`src/rtl/morph_window_if.sv`:
```
// Handshake bundle between the camera pipe and the 3x3 morphology window sequencer.
interface morph_window_if #(
  parameter int unsigned XW = 12,
  parameter int unsigned YW = 12
);
  logic          fval;
  logic          dval;
  logic [1:0]    mode;
  logic          lb_clken;
  logic          win_valid;
  logic          border;
  logic [XW-1:0] x;
  logic [YW-1:0] y;
  logic [1:0]    op;
  logic [XW-1:0] width;
  logic [YW-1:0] height;
  logic          frame_done;
  logic          busy;
  logic          line_err;

  modport master (
    output fval, dval, mode,
    input  lb_clken, win_valid, border, x, y, op, width, height, frame_done, busy, line_err
  );
  modport slave (
    input  fval, dval, mode,
    output lb_clken, win_valid, border, x, y, op, width, height, frame_done, busy, line_err
  );
endinterface

```
`src/rtl/morph_window_ctrl.sv`:
```
// Frame/line sequencer for the 3x3 morphology datapath: pixel x/y tracking, window-valid
// flagging, per-frame op latch and frame size / line-length checks. Option: MORPH_CTRL_BORDER_EN.
module morph_window_ctrl #(
  parameter int unsigned XW    = 12,
  parameter int unsigned YW    = 12,
  parameter int unsigned KSIZE = 3
) (
  input logic            clk,
  input logic            rst_n,
  morph_window_if.slave  bus
);
  localparam int unsigned Fill = KSIZE - 1;

  typedef enum logic [1:0] {StIdle, StFill, StRun, StDone} state_e;

  state_e        state_q, state_d;
  logic          fval_q, dval_q;
  logic [XW-1:0] x_q, x_d, xo_q, width_q, width_d;
  logic [YW-1:0] y_q, y_d, yo_q, height_q, height_d;
  logic [1:0]    op_q, op_d;
  logic          err_q, err_d, win_q, win_d, border_q, border_d;

  logic          fval_rise, start, in_frame, frame_act, acc, line_end, x_ok, y_ok;
  logic [XW-1:0] x_eff;
  logic [YW-1:0] y_eff;

  assign fval_rise = bus.fval & ~fval_q;
  assign start     = (state_q == StIdle) & fval_rise;
  assign in_frame  = (state_q == StFill) | (state_q == StRun);
  assign frame_act = (state_q != StIdle) | fval_rise;
  assign acc       = bus.dval & frame_act & bus.fval;
  assign line_end  = in_frame & dval_q & ~bus.dval;
  // A pixel accepted in the frame-start cycle sits at (0,0) even though x_q/y_q are stale.
  assign x_eff     = start ? '0 : x_q;
  assign y_eff     = start ? '0 : y_q;
  assign x_ok      = x_eff >= XW'(Fill);
  assign y_ok      = y_eff >= YW'(Fill);

  always_comb begin
    state_d  = state_q;
    x_d      = x_eff;
    y_d      = y_eff;
    width_d  = width_q;
    height_d = height_q;
    op_d     = op_q;
    err_d    = start ? 1'b0 : err_q;
    if (acc) begin
      if (x_eff == {XW{1'b1}}) err_d = 1'b1;
      else                     x_d   = x_eff + XW'(1);
    end
    if (line_end) begin
      x_d = '0;
      y_d = y_q + YW'(1);
      if (y_q == '0)            width_d = x_q;
      else if (x_q != width_q)  err_d   = 1'b1;
    end
    unique case (state_q)
      StIdle: if (fval_rise) begin
        state_d = StFill;
        op_d    = (bus.mode == 2'b11) ? 2'b00 : bus.mode;
      end
      StFill: begin
        if (!bus.fval)              state_d = StDone;
        else if (y_d >= YW'(Fill))  state_d = StRun;
      end
      StRun:  if (!bus.fval) state_d = StDone;
      StDone: begin
        state_d  = StIdle;
        // Count a trailing line that never saw its iDVAL fall.
        height_d = y_q + {{(YW-1){1'b0}}, (x_q != '0)};
      end
      default: state_d = StIdle;
    endcase
`ifdef MORPH_CTRL_BORDER_EN
    win_d    = acc;
    border_d = acc & ~(x_ok & y_ok);
`else
    win_d    = acc & x_ok & y_ok;
    border_d = 1'b0;
`endif
  end

  always_ff @(posedge clk or negedge rst_n) begin
    if (!rst_n) begin
      state_q  <= StIdle;
      fval_q   <= 1'b1;
      dval_q   <= 1'b0;
      x_q      <= '0;
      y_q      <= '0;
      xo_q     <= '0;
      yo_q     <= '0;
      width_q  <= '0;
      height_q <= '0;
      op_q     <= 2'b00;
      err_q    <= 1'b0;
      win_q    <= 1'b0;
      border_q <= 1'b0;
    end else begin
      state_q  <= state_d;
      fval_q   <= bus.fval;
      dval_q   <= bus.dval;
      x_q      <= x_d;
      y_q      <= y_d;
      width_q  <= width_d;
      height_q <= height_d;
      op_q     <= op_d;
      err_q    <= err_d;
      win_q    <= win_d;
      border_q <= border_d;
      if (acc) begin
        xo_q <= x_eff;
        yo_q <= y_eff;
      end
    end
  end

  assign bus.lb_clken   = acc;
  assign bus.win_valid  = win_q;
  assign bus.border     = border_q;
  assign bus.x          = xo_q;
  assign bus.y          = yo_q;
  assign bus.op         = op_q;
  assign bus.width      = width_q;
  assign bus.height     = height_q;
  assign bus.frame_done = (state_q == StDone);
  assign bus.busy       = (state_q != StIdle);
  assign bus.line_err   = err_q;
endmodule
```
`src/flat_wrapper.sv`:
```
// flat-port wrapper written by rule: the top's interface ports become plain ports
module morph_window_ctrl_flat 
#(
  parameter int unsigned XW    = 12,
  parameter int unsigned YW    = 12,
  parameter int unsigned KSIZE = 3
)
  (clk, rst_n, bus_fval, bus_dval, bus_mode, bus_lb_clken, bus_win_valid, bus_border, bus_x, bus_y, bus_op, bus_width, bus_height, bus_frame_done, bus_busy, bus_line_err);
  morph_window_if #(.XW(XW), .YW(YW)) bus_i ();
  input logic clk;
  input logic rst_n;
  input wire logic [$bits(bus_i.fval)-1:0] bus_fval;
  input wire logic [$bits(bus_i.dval)-1:0] bus_dval;
  input wire logic [$bits(bus_i.mode)-1:0] bus_mode;
  output wire logic [$bits(bus_i.lb_clken)-1:0] bus_lb_clken;
  output wire logic [$bits(bus_i.win_valid)-1:0] bus_win_valid;
  output wire logic [$bits(bus_i.border)-1:0] bus_border;
  output wire logic [$bits(bus_i.x)-1:0] bus_x;
  output wire logic [$bits(bus_i.y)-1:0] bus_y;
  output wire logic [$bits(bus_i.op)-1:0] bus_op;
  output wire logic [$bits(bus_i.width)-1:0] bus_width;
  output wire logic [$bits(bus_i.height)-1:0] bus_height;
  output wire logic [$bits(bus_i.frame_done)-1:0] bus_frame_done;
  output wire logic [$bits(bus_i.busy)-1:0] bus_busy;
  output wire logic [$bits(bus_i.line_err)-1:0] bus_line_err;
  assign bus_i.fval = bus_fval;
  assign bus_i.dval = bus_dval;
  assign bus_i.mode = bus_mode;
  assign bus_lb_clken = bus_i.lb_clken;
  assign bus_win_valid = bus_i.win_valid;
  assign bus_border = bus_i.border;
  assign bus_x = bus_i.x;
  assign bus_y = bus_i.y;
  assign bus_op = bus_i.op;
  assign bus_width = bus_i.width;
  assign bus_height = bus_i.height;
  assign bus_frame_done = bus_i.frame_done;
  assign bus_busy = bus_i.busy;
  assign bus_line_err = bus_i.line_err;
  morph_window_ctrl #(.XW(XW), .YW(YW), .KSIZE(KSIZE)) u_core (.clk(clk), .rst_n(rst_n), .bus(bus_i));
endmodule
```
`config.mk`:
```
export PLATFORM = sky130hd
export DESIGN_NAME = morph_window_ctrl_flat
export DESIGN_NICKNAME = d
export VERILOG_FILES = /design/src/rtl/morph_window_if.sv /design/src/rtl/morph_window_ctrl.sv /design/src/flat_wrapper.sv
export SDC_FILE = /design/constraint.sdc
export NUM_CORES = 1
export LEC_CHECK = 0
export CAP_MARGIN = 10
export CORE_MARGIN = 2
export CORE_UTILIZATION = 60
export CTS_BUF_LIST = sky130_fd_sc_hd__clkbuf_4
export CTS_CLUSTER_DIAMETER = 100
export DETAILED_ROUTE_END_ITERATION = 6
export DONT_BUFFER_PORTS = 1
export PLACE_DENSITY = 0.79
export SYNTH_ARGS = -nofsm -noshare
export SYNTH_HDL_FRONTEND = slang
export SYNTH_SLANG_ARGS = --single-unit
```
`constraint.sdc`:
```
create_clock -name clk -period 4.6 [get_ports clk]
set_input_delay 1.38 -clock clk [delete_from_list [all_inputs] [get_ports clk]]
set_output_delay 1.38 -clock clk [all_outputs]
set_load 0.02 [all_outputs]
```
Word-level counts from Yosys, hierarchy flattened
Index checks and enable logic that the tools add are counted.
{"block": "word_totals", "register_bits": 80, "out_inout_bits": 56, "ram_bits": 0, "romBits": 0, "latch_bits": 0, "n_memories": 0, "word_cells": 64, "inputBits": 6}
{"block": "classes", "bitwise": 12, "order_cmp": 3, "muxes": 18, "mul": 0, "shift": 0, "div_mod_pow": 0, "add_sub_neg": 3, "n_eq_ne": 9, "n_reduce_logical": 7}
{"op": "12-bit 2-to-1 mux", "count": 6}
{"op": "12-bit by 2-bit greater-or-equal comparator with 1-bit output, second input constant", "count": 3}
{"op": "12-bit by 1-bit adder with 12-bit output, second input constant", "count": 2}
{"op": "12-bit by 1-bit adder with 12-bit output", "count": 1}
{"op": "12-bit equality test, second input constant", "count": 1}
{"op": "12-bit zero test", "count": 1}
{"op": "12-bit inequality test", "count": 1}
{"op": "12-bit nonzero test", "count": 1}
{"op": "2-bit 2-to-1 mux", "count": 5}
{"op": "1-bit AND", "count": 8}
{"op": "2-bit case mux with 4 select lines", "count": 1}
{"op": "2-bit equality test, second input constant", "count": 3}
{"op": "1-bit 2-to-1 mux", "count": 6}
{"op": "2-bit AND reduction", "count": 2}
{"op": "3-bit inequality test, second input constant", "count": 1}
{"op": "3-bit AND reduction", "count": 1}
{"op": "2-bit by 1-bit equality test with 1-bit output, second input constant", "count": 1}
{"op": "2-bit zero test", "count": 1}
{"op": "2-bit by 1-bit inequality test with 1-bit output, second input constant", "count": 1}
{"op": "2-bit inequality test, second input constant", "count": 1}
{"op": "1-bit inverter", "count": 2}
{"op": "1-bit bitwise OR", "count": 2}
{"op": "2-bit nonzero test", "count": 1}

Depth between registers and ports, before layout
Gate-level depths: netlist (run 1).
{"block": "logic_depth", "word_depth": 10, "mapped_depth": 13, "depth_no_buf": 12}

Least setup slack after synthesis (run 1)
OpenSTA, ideal clock, no wires.
{"block": "synth_timing", "path_type": "input to register", "startpoint": "in bus_fval", "endpoint": "reg u_core.x_q[3]", "required_ns": 4.474, "arrival_ns": 3.707, "setup_ns": 0.126, "path_slack_ns": 0.767, "stages": 11, "path_buffers": 2, "cell_sequence": "nand3b_1 -> clkbuf_1 -> clkbuf_1 -> and2_1 -> ha_1 -> nand3_1 -> nor4_1 -> a41oi_1 -> nand4_1 -> xor2_1 -> nor2_1"}
{"block": "synth_between", "elab_chain_len": 7, "word_cells_on_any_way": 11, "classes_between": "add/sub: 1; eq/ne: 1; mux: 4; bitwise: 5"}
{"element": "from (decl)", "line_no": "flat_wrapper.sv:12", "rtl": "input wire logic [$bits(bus_i.fval)-1:0] bus_fval;"}
{"element": "1-bit AND (*)", "line_no": "morph_window_ctrl.sv:27", "rtl": "assign fval_rise = bus.fval & ~fval_q;"}
{"element": "1-bit AND (*)", "line_no": "morph_window_ctrl.sv:28", "rtl": "assign start = (state_q == StIdle) & fval_rise;"}
{"element": "12-bit 2-to-1 mux (*)", "line_no": "morph_window_ctrl.sv:34", "rtl": "assign x_eff = start ? '0 : x_q;"}
{"element": "net u_core.x_eff[1]", "line_no": "morph_window_ctrl.sv:24", "rtl": "logic [XW-1:0] x_eff;"}
{"element": "12-bit by 1-bit adder with 12-bit output or 12-bit equality test (tied branches)", "line_no": "morph_window_ctrl.sv:49, morph_window_ctrl.sv:48"}
{"element": "12-bit 2-to-1 mux (*)", "line_no": "morph_window_ctrl.sv:48", "rtl": "if (x_eff == {XW{1'b1}}) err_d = 1'b1;"}
{"element": "12-bit 2-to-1 mux (*)", "line_no": "morph_window_ctrl.sv:47", "rtl": "if (acc) begin"}
{"element": "12-bit 2-to-1 mux (*)", "line_no": "morph_window_ctrl.sv:51", "rtl": "if (line_end) begin"}
{"element": "net u_core.x_d[3]", "line_no": "morph_window_ctrl.sv:18", "rtl": "logic [XW-1:0] x_q, x_d, xo_q, width_q, width_d;"}
{"element": "to (signal assigned)", "line_no": "morph_window_ctrl.sv:88", "rtl": "x_q <= '0;"}
{"element": "to (signal assigned)", "line_no": "morph_window_ctrl.sv:102", "rtl": "x_q <= x_d;"}
{"element": "to (decl)", "line_no": "morph_window_ctrl.sv:18"}
Mark *: on every way through the listed nets, which the timed path passes. The rest lies on a longest branch.
A chain may end at the register's enable or synchronous reset.

Worst setup path in the final report (run 1)
{"block": "layout_timing", "startpoint": "in bus_fval", "endpoint": "reg u_core.x_q[5]"}
The elaborated chain is that of the path after synthesis.

==> results.sh, run 1 <==
export IMPL_outcome="completed"
export IMPL_clockBufferDepth=2
export IMPL_htreeDepth=3
export IMPL_first_pass_iters=6
export IMPL_track_usage_pct=26.0
export IMPL_routed_wl_mm=8.89
export IMPL_cts_hold_buf=0
export IMPL_path_max_fanout=9
export IMPL_slew_headroom_pct=32.9
export IMPL_drv_cap=0
export IMPL_die_x_um=85.4
export IMPL_final_cell_mix="dfrtp_1 (79), nand2_1 (50), nor2_1 (34)"
export IMPL_fin_setup_tns_ns=0
export IMPL_synth_area_um2=3970
export IMPL_endpoint_kind="flip-flop"
export IMPL_routedWlPerCell_um=19.1
export IMPL_grt_pass1_vias=2880
export IMPL_hp_class="flip-flop to flip-flop"
export IMPL_core_um2=6390
export IMPL_path_clk_slew_ns=0.13
export IMPL_areaGrowthSynthToFinish_pct=4.09
export IMPL_leakage_nw=1.92
export IMPL_syn_num_nets=413
export IMPL_synth_avg_cell_area_um2=10.0
export IMPL_detail_route_vias_per_cell=6.35
export IMPL_cp_start_kind="primary input"
export IMPL_cts_sinks=80
export IMPL_cts_tree="yes"
export IMPL_setup_violations=0
export IMPL_final_util_pct=64.8
export IMPL_fp_row_count=29
export IMPL_worstSkewPairLatency_ns=0.44
export IMPL_cts_setup_buffers=0
export IMPL_ant_nets=0
export IMPL_port_buffers=0
export IMPL_syn_instance_count=397
export IMPL_synthFlopType="dfrtp_1"
export IMPL_synth_edff_count=0
export IMPL_tightest_slew_ns=1.00
export IMPL_yosysSeqAreaShare_pct=50.4
export IMPL_synth_top_area_share_pct=49.8
export IMPL_drive_above_1_share_pct=9.77
export IMPL_drv_slew=0
export IMPL_ir_drop_mv=0.409
export IMPL_async_flop_share_pct=100
export IMPL_yosys_top_cells_area="dfrtp_1 (50%), xor2_1 (5.3%), nand2_1 (4.7%)"
export IMPL_overflow=0
export IMPL_cts_made_buffers=9
export IMPL_pre_cts_ws_ns=0.734
export IMPL_grt_pass1_wl_mm=14.7
export IMPL_powerDensity_nw_per_um2=524
export IMPL_required_ns=4.91
export IMPL_rsz0062_at_grt="no"
export IMPL_p_total_w=0.00217
export IMPL_drt_iter0_drc=387
export IMPL_routabilityCongestion=0.928
export IMPL_criticalPathCategory="primary input to flip-flop"
export IMPL_start_util_pct=62.2
export IMPL_grt_start_max_net_pins=81
export IMPL_clockRootBuffer="clkbuf_4"
export IMPL_die_area_um2=7290
export IMPL_ctsResizeCount=0
export IMPL_synth_cell_types=47
export IMPL_fin_crit_sh_pct=74.8
export IMPL_max_freq_mhz=291
export IMPL_finalHoldViolCount=0
export IMPL_layout_min_cycle_time_ns=3.44
export IMPL_yosys_warnings=0
export IMPL_synth_area_leader_cell="dfrtp_1"
export IMPL_worst_ep_arrival_time_ns=3.75
export IMPL_drc=0
export IMPL_layout_commonest_cell="dfrtp_1"
export IMPL_nets=400
export IMPL_setup_slack_ns=1.16
export IMPL_final_setup_skew_ns=0.00936
export IMPL_pin_count=62
export IMPL_antenna_found_initial=0
export IMPL_die_h_um=85.4
export IMPL_synth_seq_cells=80
export IMPL_dp_final_hpwl_mm=6.15
export IMPL_num_antenna_cells=0
export IMPL_vias=2957
-- kinds of logic (layout without fill, tap and decap cells) --
group                    Yosys count  in the layout  share of synthesized area (%)
AND/OR/NAND/NOR                  148            148                           18.9
flip-flops                        80             80                           50.4
AO/OA/AOI/OAI                     67             67                           10.4
buffers and inverters             36             28                           3.65
XOR/XNOR                          34             34                           7.50
multiplexers                      21             21                           5.83
adder cells (fa/ha/maj)           10             10                           3.15
other                              1              1                         0.0944
-- final timing paths --
check                                  start                 to  slack, ns  cells past startpoint
setup / recovery                    bus_fval      u_core.x_q[5]       1.16                      9
hold / removal             u_core.state_q[1]  u_core.state_q[1]       0.59                      1
setup reg to reg           u_core.state_q[0]      u_core.x_q[5]       1.22                     11
hold reg to reg            u_core.state_q[1]  u_core.state_q[1]       0.59                      1
max in group asynchronous              rst_n      u_core.fval_q       3.80                      0
min in group asynchronous              rst_n     u_core.y_q[11]       0.62                      0
-- flip-flops by register name, indices dropped and copies added, names as in the netlist --
signal,flops
u_core.y_q,12
u_core.bus.line_err,1
u_core.bus.x,12
u_core.bus.y,12
u_core.state_q,2
u_core.bus.height,12
u_core.fval_q,1
u_core.bus.width,12
u_core.dval_q,1
u_core.bus.win_valid,1
u_core.bus.op,2
u_core.x_q,12
-- cell type report --
type	count	area [µm²]
Timing Repair Buffer	2	15.0
Multi-Input combinational cell	281	1820
Fill cell	513	2250
Sequential cell	80	2000
Inverter	10	37.5
Clock buffer	10	75.1
Clock inverter	6	83.8
Tap cell	77	96.3
-- cells in the mapped netlist, drive strengths merged (3+ instances only) --
library cell and instances:
dfrtp 79, nand2 50, nor2 34, o21ai 28, xor2 24, clkbuf 17, mux2 17, a21oi 15
nand3 15, nor4 11, ha 10, xnor2 10, buf 9, inv 9, nand4 8, nor3 8
a22o 6, mux2i 4, nand2b 4, o31ai 4, a31oi 3, and3 3, nand3b 3
-- worst max-delay path: stages --
cell and delay [ns]:
nand3b_1 0.25, and2_1 0.31, ha_1 0.24, nand3_1 0.10, nor4_1 0.59, a41oi_1 0.43, nand4_1 0.24, xnor2_1 0.15
nor2_1 0.06
-- routing by layer --
layer | up-vias | track usage (%) | share of wire, %
li1 | 1360 | - | -
met1 | 1421 | 34.3 | 40
met2 | 151 | 42.3 | 51
met3 | 25 | 5.74 | 7.9
met4 | 0 | 10.1 | 1.7
met5 | - | 0 | 0
-- report_power, final --
group | total, W | internal (W) | switching [W]
clock network | 0.000469 | 0.000224 | 0.000245
logic | 0.000570 | 0.000228 | 0.000341
registers | 0.00113 | 0.000845 | 0.000284
-- through the flow --
stage | hold slack, ns | instances | cell area, µm²
after detailed placement | 0.548 | 450 | 3980
after CTS | 0.584 | 466 | 4140
after global routing | 0.592 | 466 | 4140
after floorplan | 0.512 | 397 | 3970
final | 0.587 | 466 | 4140
after global placement | 0.541 | 450 | 3980
(Power assumes the default switching activity.)
==> run 2, diff against run 1 <==
Settings changed: CORE_UTILIZATION 60 to 59, PLACE_DENSITY 0.79 to 0.81.
Clock period 4.6 ns to 3 ns, I/O delays scaled along.
==> results.sh, run 2 (synthesized netlist as in run 1, its figures left out) <==
export IMPL_required_ns=3.32
export IMPL_ir_drop_mv=0.475
export IMPL_detail_route_vias_per_cell=6.13
export IMPL_drv_slew=0
export IMPL_cts_hold_buf=0
export IMPL_vias=2984
export IMPL_powerDensity_nw_per_um2=782
export IMPL_fin_crit_sh_pct=96.0
export IMPL_final_setup_skew_ns=0.0112
export IMPL_nets=421
export IMPL_overflow=0
export IMPL_drive_above_1_share_pct=15.6
export IMPL_leakage_nw=2.03
export IMPL_antenna_found_initial=0
export IMPL_pin_count=62
export IMPL_grt_pass1_vias=2934
export IMPL_max_freq_mhz=347
export IMPL_die_area_um2=7410
export IMPL_drv_cap=0
export IMPL_cts_sinks=80
export IMPL_die_x_um=86.1
export IMPL_layout_min_cycle_time_ns=2.88
export IMPL_p_sw_w=0.00137
export IMPL_routabilityCongestion=0.928
export IMPL_htreeDepth=3
export IMPL_dp_final_hpwl_mm=6.43
export IMPL_hp_class="primary input to asynchronous set/reset pin"
export IMPL_p_total_w=0.00336
export IMPL_drc=0
export IMPL_clkPwrFrac_pct=18.8
export IMPL_cts_made_buffers=9
export IMPL_endpoint_kind="flip-flop"
export IMPL_clockRootBuffer="clkbuf_4"
export IMPL_drt_iter0_drc=321
export IMPL_cts_tree="yes"
export IMPL_fp_row_count=29
export IMPL_cp_start_kind="flip-flop"
export IMPL_p_seq_share_pct=50.7
export IMPL_placed_area_um2=4130
export IMPL_core_um2=6420
export IMPL_num_antenna_cells=0
export IMPL_port_buffers=0
export IMPL_clockBufferDepth=2
export IMPL_areaGrowthSynthToFinish_pct=8.16
export IMPL_path_clk_slew_ns=0.13
export IMPL_criticalPathCategory="flip-flop to flip-flop"
export IMPL_track_usage_pct=26.5
export IMPL_fillers=498
export IMPL_start_util_pct=61.9
export IMPL_intPower_w=0.00199
export IMPL_fin_area_um2=4300
export IMPL_p_sw_share_pct=40.9
export IMPL_grt_pass1_wl_mm=15.1
export IMPL_outcome="completed"
export IMPL_finalHoldViolCount=0
export IMPL_layout_commonest_cell="dfrtp_1"
export IMPL_combPwrFrac_pct=30.6
export IMPL_worst_ep_arrival_time_ns=3.21
export IMPL_setup_violations=0
export IMPL_first_pass_iters=5
export IMPL_die_h_um=86.1
export IMPL_ant_nets=0
export IMPL_final_cell_mix="dfrtp_1 (78), nand2_1 (50), nor2_1 (34)"
export IMPL_path_max_fanout=9
export IMPL_routed_wl_mm=8.98
export IMPL_worstSkewPairLatency_ns=0.44
export IMPL_grt_start_max_net_pins=81
export IMPL_routedWlPerCell_um=18.4
-- run 2: per-layer routing --
| metal | vias to the layer above | routed length [µm] | track usage, % |
|---|---|---|---|
| met3 | 20 | 863 | 7.80 |
| met1 | 1414 | 4090 | 39.2 |
| met5 | - | 0 | 0 |
| met2 | 145 | 3840 | 36.4 |
| li1 | 1405 | - | - |
| met4 | 0 | 187 | 10.8 |
-- run 2: area by class of cell --
cell class                 instances  area, µm²  share of cell area, %
clock buffer                      10       75.1                   1.75
clock inverter                     6       60.1                   1.40
inverter                          10       37.5                  0.874
multi-input combinational        281       1850                   43.1
sequential                        80       2000                   46.7
tap                               77       96.3                   2.24
timing repair buffer              23        173                   4.02
-- run 2: worst paths after layout --
check / startpoint / end / slack [ns] / cells after the start
max: u_core.state_q[0] / u_core.state_q[1] / 0.12 / 9
min: rst_n / u_core.state_q[0] / 0.14 / 0
max reg2reg: u_core.state_q[0] / u_core.state_q[1] / 0.12 / 9
min reg2reg: u_core.state_q[1] / u_core.state_q[1] / 0.58 / 1
max in group asynchronous: rst_n / u_core.fval_q / 2.69 / 0
min in group clk: bus_fval / u_core.fval_q / 0.44 / 0
-- run 2: stage by stage --
step	hold WS [ns]	setup slack (ns)	instances	TNS, ns	utilization [%]
2_1_floorplan	0.512	0.0252	397	0	-
3_3_place_gp	0.540	0.106	467	0	64.3
3_5_place_dp	0.571	0.0445	467	0	64.3
4_1_cts	0.124	0.0144	483	0	66.4
5_1_grt	0.0986	-0.000967	487	-0.000967	66.9
6_report	0.135	0.119	487	0	66.9
-- run 2: power by group through the flow --
stage               logic (W)  registers (W)  clock network (W)
floorplan            0.000733        0.00166                  0
global placement     0.000948        0.00171                  0
detailed placement   0.000989        0.00172                  0
CTS                  0.000996        0.00170           0.000643
global route          0.00116        0.00173           0.000692
finish                0.00103        0.00170           0.000631
-- run 2: what timing repair did --
action	CTS	global route
gates resized for setup	0	3
endpoints found under the setup margin	0	10
buffers inserted	0	4
-- run 2: worst max-delay path: stages, from the launching register on --
cell      delay, ns
dfrtp_2        0.43
inv_1          0.08
ha_2           0.37
nand3b_4       0.08
buf_4          0.18
nor4_4         0.31
mux2i_1        0.14
or4_1          0.50
o41a_1         0.36
mux2_1         0.33
